--- config.mk ---
export PLATFORM = sky130hd
export DESIGN_NAME = pipeline_stall_controller
export DESIGN_NICKNAME = d
export VERILOG_FILES = /design/src/rtl/mips_pipe_pkg.sv /design/src/rtl/md_occupancy_counter.sv /design/src/rtl/pipeline_stall_controller.sv
export SDC_FILE = /design/constraint.sdc
export NUM_CORES = 1
export LEC_CHECK = 0
export CORE_ASPECT_RATIO = 1.2
export CORE_MARGIN = 10
export CORE_UTILIZATION = 28
export DETAILED_ROUTE_END_ITERATION = 8
export PLACE_DENSITY_LB_ADDON = 0.08
export SKIP_CTS_REPAIR_TIMING = 1
export SLEW_MARGIN = 5
export SYNTH_ARGS = -nofsm -noshare
export SYNTH_HDL_FRONTEND = slang
export SYNTH_SLANG_ARGS = --single-unit
--- constraint.sdc ---
create_clock -name clk -period 1.6 [get_ports clk]
set_input_delay 0.32 -clock clk [delete_from_list [all_inputs] [get_ports clk]]
set_output_delay 0.32 -clock clk [all_outputs]
set_load 0.02 [all_outputs]
--- src/rtl/mips_pipe_pkg.sv ---
// Shared types for the MIPS pipeline stall/flush sequencer: controller state encodings,
// the pipeline-register control bundle and helpers that apply the issue-priority rules.
package mips_pipe_pkg;

  typedef enum logic [1:0] {
    ST_RUN      = 2'b00,
    ST_MD_WAIT  = 2'b01,
    ST_MEM_WAIT = 2'b10
  } ctrl_state_e;

  typedef struct packed {
    logic pc_write;
    logic if_id_write;
    logic if_id_flush;
    logic id_ex_write;
    logic id_ex_bubble;
    logic ex_mem_write;
    logic ex_mem_bubble;
    logic mem_wb_write;
  } pipe_ctrl_t;

  localparam pipe_ctrl_t CTRL_RUN = '{
    pc_write: 1'b1, if_id_write: 1'b1, if_id_flush: 1'b0, id_ex_write: 1'b1,
    id_ex_bubble: 1'b0, ex_mem_write: 1'b1, ex_mem_bubble: 1'b0, mem_wb_write: 1'b1};

  localparam pipe_ctrl_t CTRL_FREEZE = '{
    pc_write: 1'b0, if_id_write: 1'b0, if_id_flush: 1'b0, id_ex_write: 1'b0,
    id_ex_bubble: 1'b0, ex_mem_write: 1'b0, ex_mem_bubble: 1'b0, mem_wb_write: 1'b0};

  // Front end frozen while mult/div holds EX; a NOP drains into EX/MEM behind it.
  localparam pipe_ctrl_t CTRL_MD_HOLD = '{
    pc_write: 1'b0, if_id_write: 1'b0, if_id_flush: 1'b0, id_ex_write: 1'b0,
    id_ex_bubble: 1'b0, ex_mem_write: 1'b1, ex_mem_bubble: 1'b1, mem_wb_write: 1'b1};

  function automatic int md_cnt_width(input int latency);
    if (latency <= 32'sd2) begin
      return 32'sd1;
    end else begin
      return $clog2(latency);
    end
  endfunction

  function automatic pipe_ctrl_t front_end_rules(input pipe_ctrl_t base,
                                                 input logic hazard_check,
                                                 input logic imem_ready);
    pipe_ctrl_t c;
    c = base;
    if (!hazard_check) begin
      c.pc_write     = 1'b0;
      c.if_id_write  = 1'b0;
      c.id_ex_bubble = 1'b1;
    end else if (!imem_ready) begin
      c.pc_write    = 1'b0;
      c.if_id_flush = 1'b1;
    end else begin
      c = base;
    end
    return c;
  endfunction

  function automatic pipe_ctrl_t issue_rules(input logic md_start,
                                             input logic branch_taken,
                                             input logic hazard_check,
                                             input logic imem_ready);
    pipe_ctrl_t c;
    if (md_start) begin
      c = CTRL_MD_HOLD;
    end else if (branch_taken) begin
      c              = CTRL_RUN;
      c.if_id_flush  = 1'b1;
      c.id_ex_bubble = 1'b1;
    end else begin
      c = front_end_rules(CTRL_RUN, hazard_check, imem_ready);
    end
    return c;
  endfunction

endpackage

--- src/rtl/md_occupancy_counter.sv ---
// Mult/div EX-occupancy down-counter: load on issue, decrement to 1, hold at 1, clear on release.
module md_occupancy_counter
  import mips_pipe_pkg::*;
#(
  parameter int W = 2
) (
  input  logic         clk,
  input  logic         rst_n,
  input  logic         load_i,
  input  logic [W-1:0] load_val_i,
  input  logic         dec_i,
  input  logic         clr_i,
  output logic         is_last_o
);

  logic [W-1:0] cnt_q, cnt_d;

  // Next count; the floor at 1 lets a stalled MEM stage hold the release cycle.
  always_comb begin
    if (load_i) begin
      cnt_d = load_val_i;
    end else if (clr_i) begin
      cnt_d = {W{1'b0}};
    end else if (dec_i && (cnt_q > W'(1'b1))) begin
      cnt_d = cnt_q - W'(1'b1);
    end else begin
      cnt_d = cnt_q;
    end
  end

  // Count register.
  always_ff @(posedge clk or negedge rst_n) begin
    if (!rst_n) begin
      cnt_q <= {W{1'b0}};
    end else begin
      cnt_q <= cnt_d;
    end
  end

  assign is_last_o = (cnt_q == W'(1'b1));

endmodule

--- src/rtl/pipeline_stall_controller.sv ---
// Central stall/flush sequencer for the 5-stage MIPS pipeline (Mealy control outputs).
// Optional performance counters enabled by defining PIPE_PERF_CNT_EN.
module pipeline_stall_controller
  import mips_pipe_pkg::*;
#(
  parameter int MD_LATENCY = 4,
  parameter int CNT_W      = 16
) (
  input  logic             clk,
  input  logic             rst_n,
  input  logic             hazard_check,
  input  logic             branch_taken,
  input  logic             md_start,
  input  logic             imem_ready,
  input  logic             dmem_ready,
  output logic             pc_write,
  output logic             if_id_write,
  output logic             if_id_flush,
  output logic             id_ex_write,
  output logic             id_ex_bubble,
  output logic             ex_mem_write,
  output logic             ex_mem_bubble,
  output logic             mem_wb_write,
  output logic             md_busy,
  output logic [1:0]       ctrl_state,
  output logic [CNT_W-1:0] stall_cnt,
  output logic [CNT_W-1:0] flush_cnt
);

  localparam int MD_W = md_cnt_width(MD_LATENCY);

  ctrl_state_e state_q, state_d;
  pipe_ctrl_t  ctrl_s;
  logic        md_load_s, md_dec_s, md_clr_s, md_last_s;

  // Control outputs and next state; branch is never honoured while mult/div owns EX.
  always_comb begin
    ctrl_s    = CTRL_RUN;
    state_d   = state_q;
    md_load_s = 1'b0;
    md_dec_s  = 1'b0;
    md_clr_s  = 1'b0;
    case (state_q)
      ST_RUN, ST_MEM_WAIT: begin
        if (!dmem_ready) begin
          ctrl_s  = CTRL_FREEZE;
          state_d = ST_MEM_WAIT;
        end else begin
          ctrl_s    = issue_rules(md_start, branch_taken, hazard_check, imem_ready);
          md_load_s = md_start;
          state_d   = md_start ? ST_MD_WAIT : ST_RUN;
        end
      end
      ST_MD_WAIT: begin
        md_dec_s = !md_last_s;
        if (!dmem_ready) begin
          ctrl_s = CTRL_FREEZE;
        end else if (!md_last_s) begin
          ctrl_s = CTRL_MD_HOLD;
        end else begin
          ctrl_s   = front_end_rules(CTRL_RUN, hazard_check, imem_ready);
          md_clr_s = 1'b1;
          state_d  = ST_RUN;
        end
      end
      default: begin
        ctrl_s  = CTRL_FREEZE;
        state_d = ST_RUN;
      end
    endcase
  end

  // Controller state register.
  always_ff @(posedge clk or negedge rst_n) begin
    if (!rst_n) begin
      state_q <= ST_RUN;
    end else begin
      state_q <= state_d;
    end
  end

  md_occupancy_counter #(
    .W (MD_W)
  ) u_md_cnt (
    .clk        (clk),
    .rst_n      (rst_n),
    .load_i     (md_load_s),
    .load_val_i (MD_W'(MD_LATENCY - 1)),
    .dec_i      (md_dec_s),
    .clr_i      (md_clr_s),
    .is_last_o  (md_last_s)
  );

  assign pc_write      = rst_n & ctrl_s.pc_write;
  assign if_id_write   = rst_n & ctrl_s.if_id_write;
  assign if_id_flush   = rst_n & ctrl_s.if_id_flush;
  assign id_ex_write   = rst_n & ctrl_s.id_ex_write;
  assign id_ex_bubble  = rst_n & ctrl_s.id_ex_bubble;
  assign ex_mem_write  = rst_n & ctrl_s.ex_mem_write;
  assign ex_mem_bubble = rst_n & ctrl_s.ex_mem_bubble;
  assign mem_wb_write  = rst_n & ctrl_s.mem_wb_write;
  assign md_busy       = (state_q == ST_MD_WAIT);
  assign ctrl_state    = state_q;

`ifdef PIPE_PERF_CNT_EN
  logic [CNT_W-1:0] stall_cnt_q, flush_cnt_q;
  logic             br_flush_s;

  assign br_flush_s = (state_q != ST_MD_WAIT) && dmem_ready && !md_start && branch_taken;

  // Saturating stall / branch-flush counters.
  always_ff @(posedge clk or negedge rst_n) begin
    if (!rst_n) begin
      stall_cnt_q <= {CNT_W{1'b0}};
      flush_cnt_q <= {CNT_W{1'b0}};
    end else begin
      if (!ctrl_s.pc_write && (stall_cnt_q != {CNT_W{1'b1}})) begin
        stall_cnt_q <= stall_cnt_q + CNT_W'(1'b1);
      end else begin
        stall_cnt_q <= stall_cnt_q;
      end
      if (br_flush_s && (flush_cnt_q != {CNT_W{1'b1}})) begin
        flush_cnt_q <= flush_cnt_q + CNT_W'(1'b1);
      end else begin
        flush_cnt_q <= flush_cnt_q;
      end
    end
  end

  assign stall_cnt = stall_cnt_q;
  assign flush_cnt = flush_cnt_q;
`else
  assign stall_cnt = {CNT_W{1'b0}};
  assign flush_cnt = {CNT_W{1'b0}};
`endif

endmodule
==> impl_metrics.csv, run 1 <==
group,metric,value,unit
floorplanning,start_util,30.1,%
yosys,ys_ff_latch,4,
global_routing,grt_pass1_wl,2.10,mm
setup_path,r2r_end,"u_md_cnt.cnt_q[0]",
worst_hold_path,min_path_type,"in2async",
power_and_ir_drop,clock_power_share,11.0,%
power_and_ir_drop,p_sw_share,42.7,%
drt,drt_first_pass_iters,2,
setup_path,r2r_start,"u_md_cnt.cnt_q[0]",
yosys,synthTopCellsByArea,"buf_4 (44%), dfrtp_1 (18%), ha_1 (4.4%)",
cts,clk_path_buf_depth,2,
cts,htree_levels,1,
cts,clock_latency,0.23,ns
finish,fin_cells,128,
floorplanning,die_area,4240,µm²
drt,drc,0,
drt,ant_nets,0,
floorplanning,ios,50,
setup_path,cp.required,1.28,ns
setup_path,reg2reg_slack,-0.05,ns
global_routing,grtUsageTotal,6.41,%
setup_path,slowest_stage,"dfrtp_1",
yosys,synth_top_area_cell,"buf_4",
finish,final_util,46.7,%
timing,rsz0062_at_grt,"yes",
setup_path,critical_path_cell_count,5,
floorplanning,die-height,69.4,µm
finish,diodes,0,
drt,routedWlPerCell,12.1,µm
global_routing,grt_overflow_total,0,
power_and_ir_drop,intPower,0.624,mW
cts,cts_num_sinks,4,
setup_path,critPathKind,"reg2out",
timing,clock_skew,0.00157,ns
yosys,synth_common_cells,"buf_4 (33), nand2_1 (6), nor2_1 (5), a21oi_1 (4), dfrtp_1 (4)",
setup_path,timing.critical_path.buf_inv,1,
timing,finalSetupTns,-0.424,ns
yosys,syn_inst,73,
floorplanning,core_area,1890,µm²
yosys,ys_seq_area_share,17.6,%
yosys,synth_top_area_share,43.5,%
flow_run,cap_violations,0,
setup_path,critPathMaxStageDelay,0.39,ns
timing,slew_violations,0,
yosys,synth-edff-count,0,
yosys,synth_ff_type,"dfrtp_1",
timing,finalHoldViolCount,0,
drt,wirelength,1.54,mm
cts,path_clk_slew,0.04,ns
setup_path,reg2regPathDepth,5,
cts,cts_root_buffer,"clkbuf_4",
yosys,synth_most_common_cell,"buf_4",
power_and_ir_drop,power,1.09,mW
timing,setup_violations,7,
yosys,netlist_area,569,µm²
power_and_ir_drop,p_switching,0.465,mW
finish,area_growth,55.4,%
timing,min_period,1.72,ns
finish,fin_nets,120,
floorplanning,die_w,61.2,µm
timing,fin_crit_sh,108,%
placed_design,post-place-ws,-0.705,ns
drt,drt-initial-drc-count,1,
floorplanning,rows,17,
setup_path,crit_family,"flip-flops",
setup_path,startpoint_type,"register",
power_and_ir_drop,seqPwrFrac,16.2,%
finish,fin_area,885,µm²
finish,layout-drive-gt1-share,42.2,%
placed_design,place_area,764,µm²
placed_design,routabilityCongestion,0.729,
cts,cts_made_buffers,3,
timing,fmax,581,MHz
drt,vias,495,
placed_design,hpwl,1.32,mm
outcome,outcome,"complete, but fails checks",
global_routing,grt_pass1_vias,473,
power_and_ir_drop,max-vdd-ir-drop,0.621,mV
power_and_ir_drop,combPwrFrac,72.8,%
yosys,synth_warnings,0,
setup_path,critical_path.max_fanout,3,
setup_path,cp_cell_sequence,"ha_4, and3b_1, o21bai_2, nor2b_1, buf_4",
placed_design,port_buffers,17,
placed_design,dp.cells,124,
power_and_ir_drop,p_leak,0.501,nW
yosys,postSynthAreaPerCell,7.80,µm²
drt,viasPerCell,3.87,
yosys,async_flop_share,100,%
yosys,yosysUniqueCellTypes,22,
timing,setup_slack,-0.121,ns
global_routing,grt_max_degree,6,
timing,fin_hold_ws,0.0291,ns
power_and_ir_drop,powerDensity,1230,nW/µm²
outcome,violations,"setup timing",
cts,cts_tree,"done",
setup_path,end_kind,"output port",
setup_path,cp.arrival,1.40,ns
global_routing,antenna_found_initial,0,
## power by group through the flow
| stage | sequential [mW] | combinational [mW] | clock, mW |
|---|---|---|---|
| after floorplan | 0.203 | 0.376 | 0 |
| after global placement | 0.166 | 0.656 | 0 |
| after detailed placement | 0.164 | 0.650 | 0 |
| after CTS | 0.163 | 0.653 | 0.128 |
| after global routing | 0.180 | 0.876 | 0.140 |
| final | 0.177 | 0.793 | 0.119 |
## cell families (layout without fill, tap and decap cells)
group,count (synthesis),count (layout),share of synthesized area (%)
AO/OA/AOI/OAI,11,11,12.3
adder cells (fa/ha/maj),2,2,4.39
buffers and inverters,36,41,45.5
flip-flops,4,4,17.6
multiplexers,1,1,1.76
other,1,32,0.659
AND/OR/NAND/NOR,18,18,17.8
## worst reg2reg max path, cell delays in order, from the launching register on
cell and delay (ns):
dfrtp_1 0.39, buf_4 0.17, ha_4 0.17, buf_4 0.13, or3b_4 0.39, a311o_1 0.27
## area by class of cell
type / instances / area [µm²]
Fill cell: 188 / 1010
Multi-Input combinational cell: 64 / 419
Timing Repair Buffer: 35 / 308
Sequential cell: 4 / 100
Tap cell: 19 / 23.8
Clock buffer: 3 / 22.5
Inverter: 3 / 11.3
## state kept, by name, indices dropped and copies added, names as in the netlist
signal and count:
ctrl_state 2, u_md_cnt.cnt_q 2
## metal layers
| metal | GRT usage [%] | vias to the layer above | wire length (µm) |
|---|---|---|---|
| li1 | - | 249 | - |
| met1 | 6.00 | 215 | 539 |
| met2 | 10.1 | 29 | 777 |
| met3 | 4.02 | 2 | 221 |
| met4 | 3.78 | 0 | 5 |
| met5 | 0 | - | 0 |
## how the worst max path moves through the flow
stage | from | to | slack [ns]
global route | u_md_cnt.cnt_q[1] | if_id_flush | -0.19
global placement | md_start | if_id_write | -0.69
floorplan | ctrl_state[0] | id_ex_bubble | 0.04
detailed placement | dmem_ready | id_ex_bubble | -0.70
finish | u_md_cnt.cnt_q[0] | if_id_flush | -0.12
CTS | dmem_ready | id_ex_bubble | -0.71
## layout by cell type (no fill, tap or decap), types with 2 or more instances in the layout
cell / netlist / routed
nor2_1: 5 / 3
buf_6: 0 / 4
ha_4: 0 / 2
nand2_1: 6 / 5
buf_4: 33 / 21
clkbuf_4: 0 / 3
a21oi_2: 0 / 3
inv_1: 3 / 2
dfrtp_1: 4 / 4
clkdlybuf4s50_1: 0 / 2
dlymetal6s2s_1: 0 / 6
conb_1: 1 / 32
(Power assumes the default switching activity.)
==> run 2, diff against run 1 <==
ABC_AREA = 1   (was unset)
CAP_MARGIN = 25   (was unset)
CORE_UTILIZATION = 30   (was 28)
==> run 2 against run 1 <==
Net effect: core utilization decreased by 2.0 points; non-clock buffer count down 2; critical path type unchanged; the run still ends with setup timing left; wire length grew 13%; critical endpoint is now id_ex_bubble.
==> impl_metrics.csv, run 2 <==
group,metric,value,unit
drt,drt_first_pass_iters,2,
yosys,synth_most_common_cell,"buf_4",
yosys,synth-edff-count,0,
global_routing,antenna_found_initial,0,
finish,fin_cells,158,
finish,layout-drive-gt1-share,35.9,%
floorplanning,ios,50,
timing,setup_violations,7,
finish,fillCellCount,217,
power_and_ir_drop,p_leak,0.553,nW
power_and_ir_drop,p_switching,0.494,mW
cts,clk_path_buf_depth,2,
floorplanning,die-height,70.9,µm
timing,slew_violations,0,
floorplanning,die_w,62.4,µm
cts,cts_made_buffers,3,
power_and_ir_drop,combPwrFrac,70.2,%
global_routing,grt_max_degree,6,
setup_path,critical_path.max_fanout,2,
cts,htree_levels,1,
global_routing,grtUsageTotal,7.35,%
yosys,netlist_area,647,µm²
finish,area_growth,41.8,%
power_and_ir_drop,intPower,0.583,mW
worst_hold_path,min_path_type,"in2async",
finish,final_cell_mix,"conb_1 (32), buf_4 (17), nand2_1 (11)",
yosys,syn_inst,95,
cts,cts_root_buffer,"clkbuf_4",
power_and_ir_drop,clock_power_share,11.5,%
timing,clock_skew,0.00501,ns
timing,min_period,1.80,ns
yosys,ys_seq_area_share,15.5,%
flow_run,cap_violations,0,
yosys,synth_warnings,0,
global_routing,use_met3,2.99,%
global_routing,use_met1,7.00,%
power_and_ir_drop,powerDensity,1170,nW/µm²
finish,layout_commonest_cell,"conb_1",
drt,drt-initial-drc-count,4,
cts,clock_latency,0.24,ns
timing,rsz0062_at_grt,"yes",
placed_design,hpwl,1.57,mm
floorplanning,core_area,2050,µm²
drt,viasPerCell,3.54,
yosys,postSynthAreaPerCell,6.81,µm²
outcome,outcome,"complete, but fails checks",
timing,finalSetupTns,-0.831,ns
finish,diodes,0,
setup_path,startpoint_type,"register",
yosys,synth_top_area_share,38.3,%
power_and_ir_drop,seqPwrFrac,18.4,%
setup_path,cp.arrival,1.48,ns
drt,routedWlPerCell,11.0,µm
yosys,synth_common_cells,"buf_4 (33), nand2_1 (11), inv_1 (10), nor2_1 (10)",
yosys,yosysUniqueCellTypes,19,
cts,cts_num_sinks,4,
floorplanning,start_util,31.6,%
floorplanning,die_area,4420,µm²
yosys,async_flop_share,100,%
global_routing,grt_overflow_total,0,
cts,cts_tree,"done",
placed_design,dp.cells,154,
global_routing,grt_pass1_wl,2.66,mm
yosys,synth_ff_type,"dfrtp_1",
floorplanning,rows,18,
power_and_ir_drop,max-vdd-ir-drop,0.690,mV
placed_design,routabilityCongestion,0.770,
timing,fin_crit_sh,112,%
timing,setup_slack,-0.199,ns
setup_path,cp.required,1.28,ns
timing,fmax,556,MHz
power_and_ir_drop,p_sw_share,45.9,%
global_routing,grt_pass1_vias,534,
setup_path,end_kind,"output port",
placed_design,port_buffers,17,
yosys,synthTopCellsByArea,"buf_4 (38%), dfrtp_1 (15%), nand2_1 (6.4%)",
timing,finalHoldViolCount,0,
drt,ant_nets,0,
finish,fin_nets,139,
yosys,ys_ff_latch,4,
global_routing,globalRoute.busiestLayer,"met2",
drt,drc,0,
outcome,violations,"setup timing",
global_routing,grtUsageMet2,13.4,%
drt,vias,559,
drt,wirelength,1.74,mm
setup_path,critPathKind,"reg2out",
cts,path_clk_slew,0.04,ns
yosys,synth_top_area_cell,"buf_4",
==> run 2: power by group through the flow <==
stage / Combinational, mW / Clock, mW / Sequential, mW
final: 0.755 / 0.123 / 0.198
after detailed placement: 0.722 / 0 / 0.184
after floorplan: 0.409 / 0 / 0.216
after global routing: 0.823 / 0.138 / 0.206
after CTS: 0.726 / 0.132 / 0.183
after global placement: 0.721 / 0 / 0.186
==> run 2: cell type report <==
cell class	instances	area, µm²	area share (%)
Clock buffer	3	22.5	2.46
Inverter	14	52.6	5.73
Multi-Input combinational cell	74	393	42.8
Sequential cell	4	101	11.1
Tap cell	30	37.5	4.09
Timing Repair Buffer	33	310	33.8
==> run 2: worst paths after layout <==
path | cells past startpoint | to | slack (ns) | startpoint
max in group asynchronous | 2 | u_md_cnt.cnt_q[0] | 1.47 | rst_n
worst max register to register | 9 | u_md_cnt.cnt_q[0] | 0.37 | ctrl_state[0]
worst max-delay path | 6 | id_ex_bubble | -0.20 | u_md_cnt.cnt_q[1]
worst min-delay path | 2 | u_md_cnt.cnt_q[1] | 0.009 | rst_n
worst min register to register | 2 | ctrl_state[1] | 0.62 | ctrl_state[0]
min in group clk | 3 | ctrl_state[1] | 0.55 | dmem_ready
==> run 2: through the flow <==
stage / hold WS, ns / cell area [µm²] / setup slack [ns] / total power, mW / util [%]
detailed placement: 0.594 / 850 / -0.785 / 0.906 / 41.5
global placement: 0.613 / 850 / -0.721 / 0.907 / 41.5
global route: 0.0416 / 917 / -0.285 / 1.17 / 44.7
floorplan: 0.0244 / 772 / 0.00785 / 0.625 / -
finish: 0.00855 / 917 / -0.199 / 1.08 / 44.7
CTS: 0.371 / 872 / -0.792 / 1.04 / 42.6
==> run 2: layer usage <==
metal,up-vias,routed length (µm)
li1,291,-
met1,243,666
met2,23,950
met3,2,111
met4,0,9
met5,-,0
==> run 2: worst max-delay path: stages (launching register included) <==
cell and delay [ns]:
dfrtp_1 0.38, inv_2 0.08, ha_4 0.13, nand4_1 0.19
a21oi_4 0.21, and2_4 0.15, buf_6 0.11
==> run 2: logic make-up (layout without fill, tap and decap cells) <==
kind of cell | count (synthesis) | after routing | synth area share (%)
flip-flops | 4 | 4 | 15.5
adder cells (fa/ha/maj) | 2 | 2 | 3.87
buffers and inverters | 48 | 50 | 47.6
other | 1 | 32 | 0.580
AO/OA/AOI/OAI | 6 | 6 | 5.22
AND/OR/NAND/NOR | 34 | 34 | 27.3
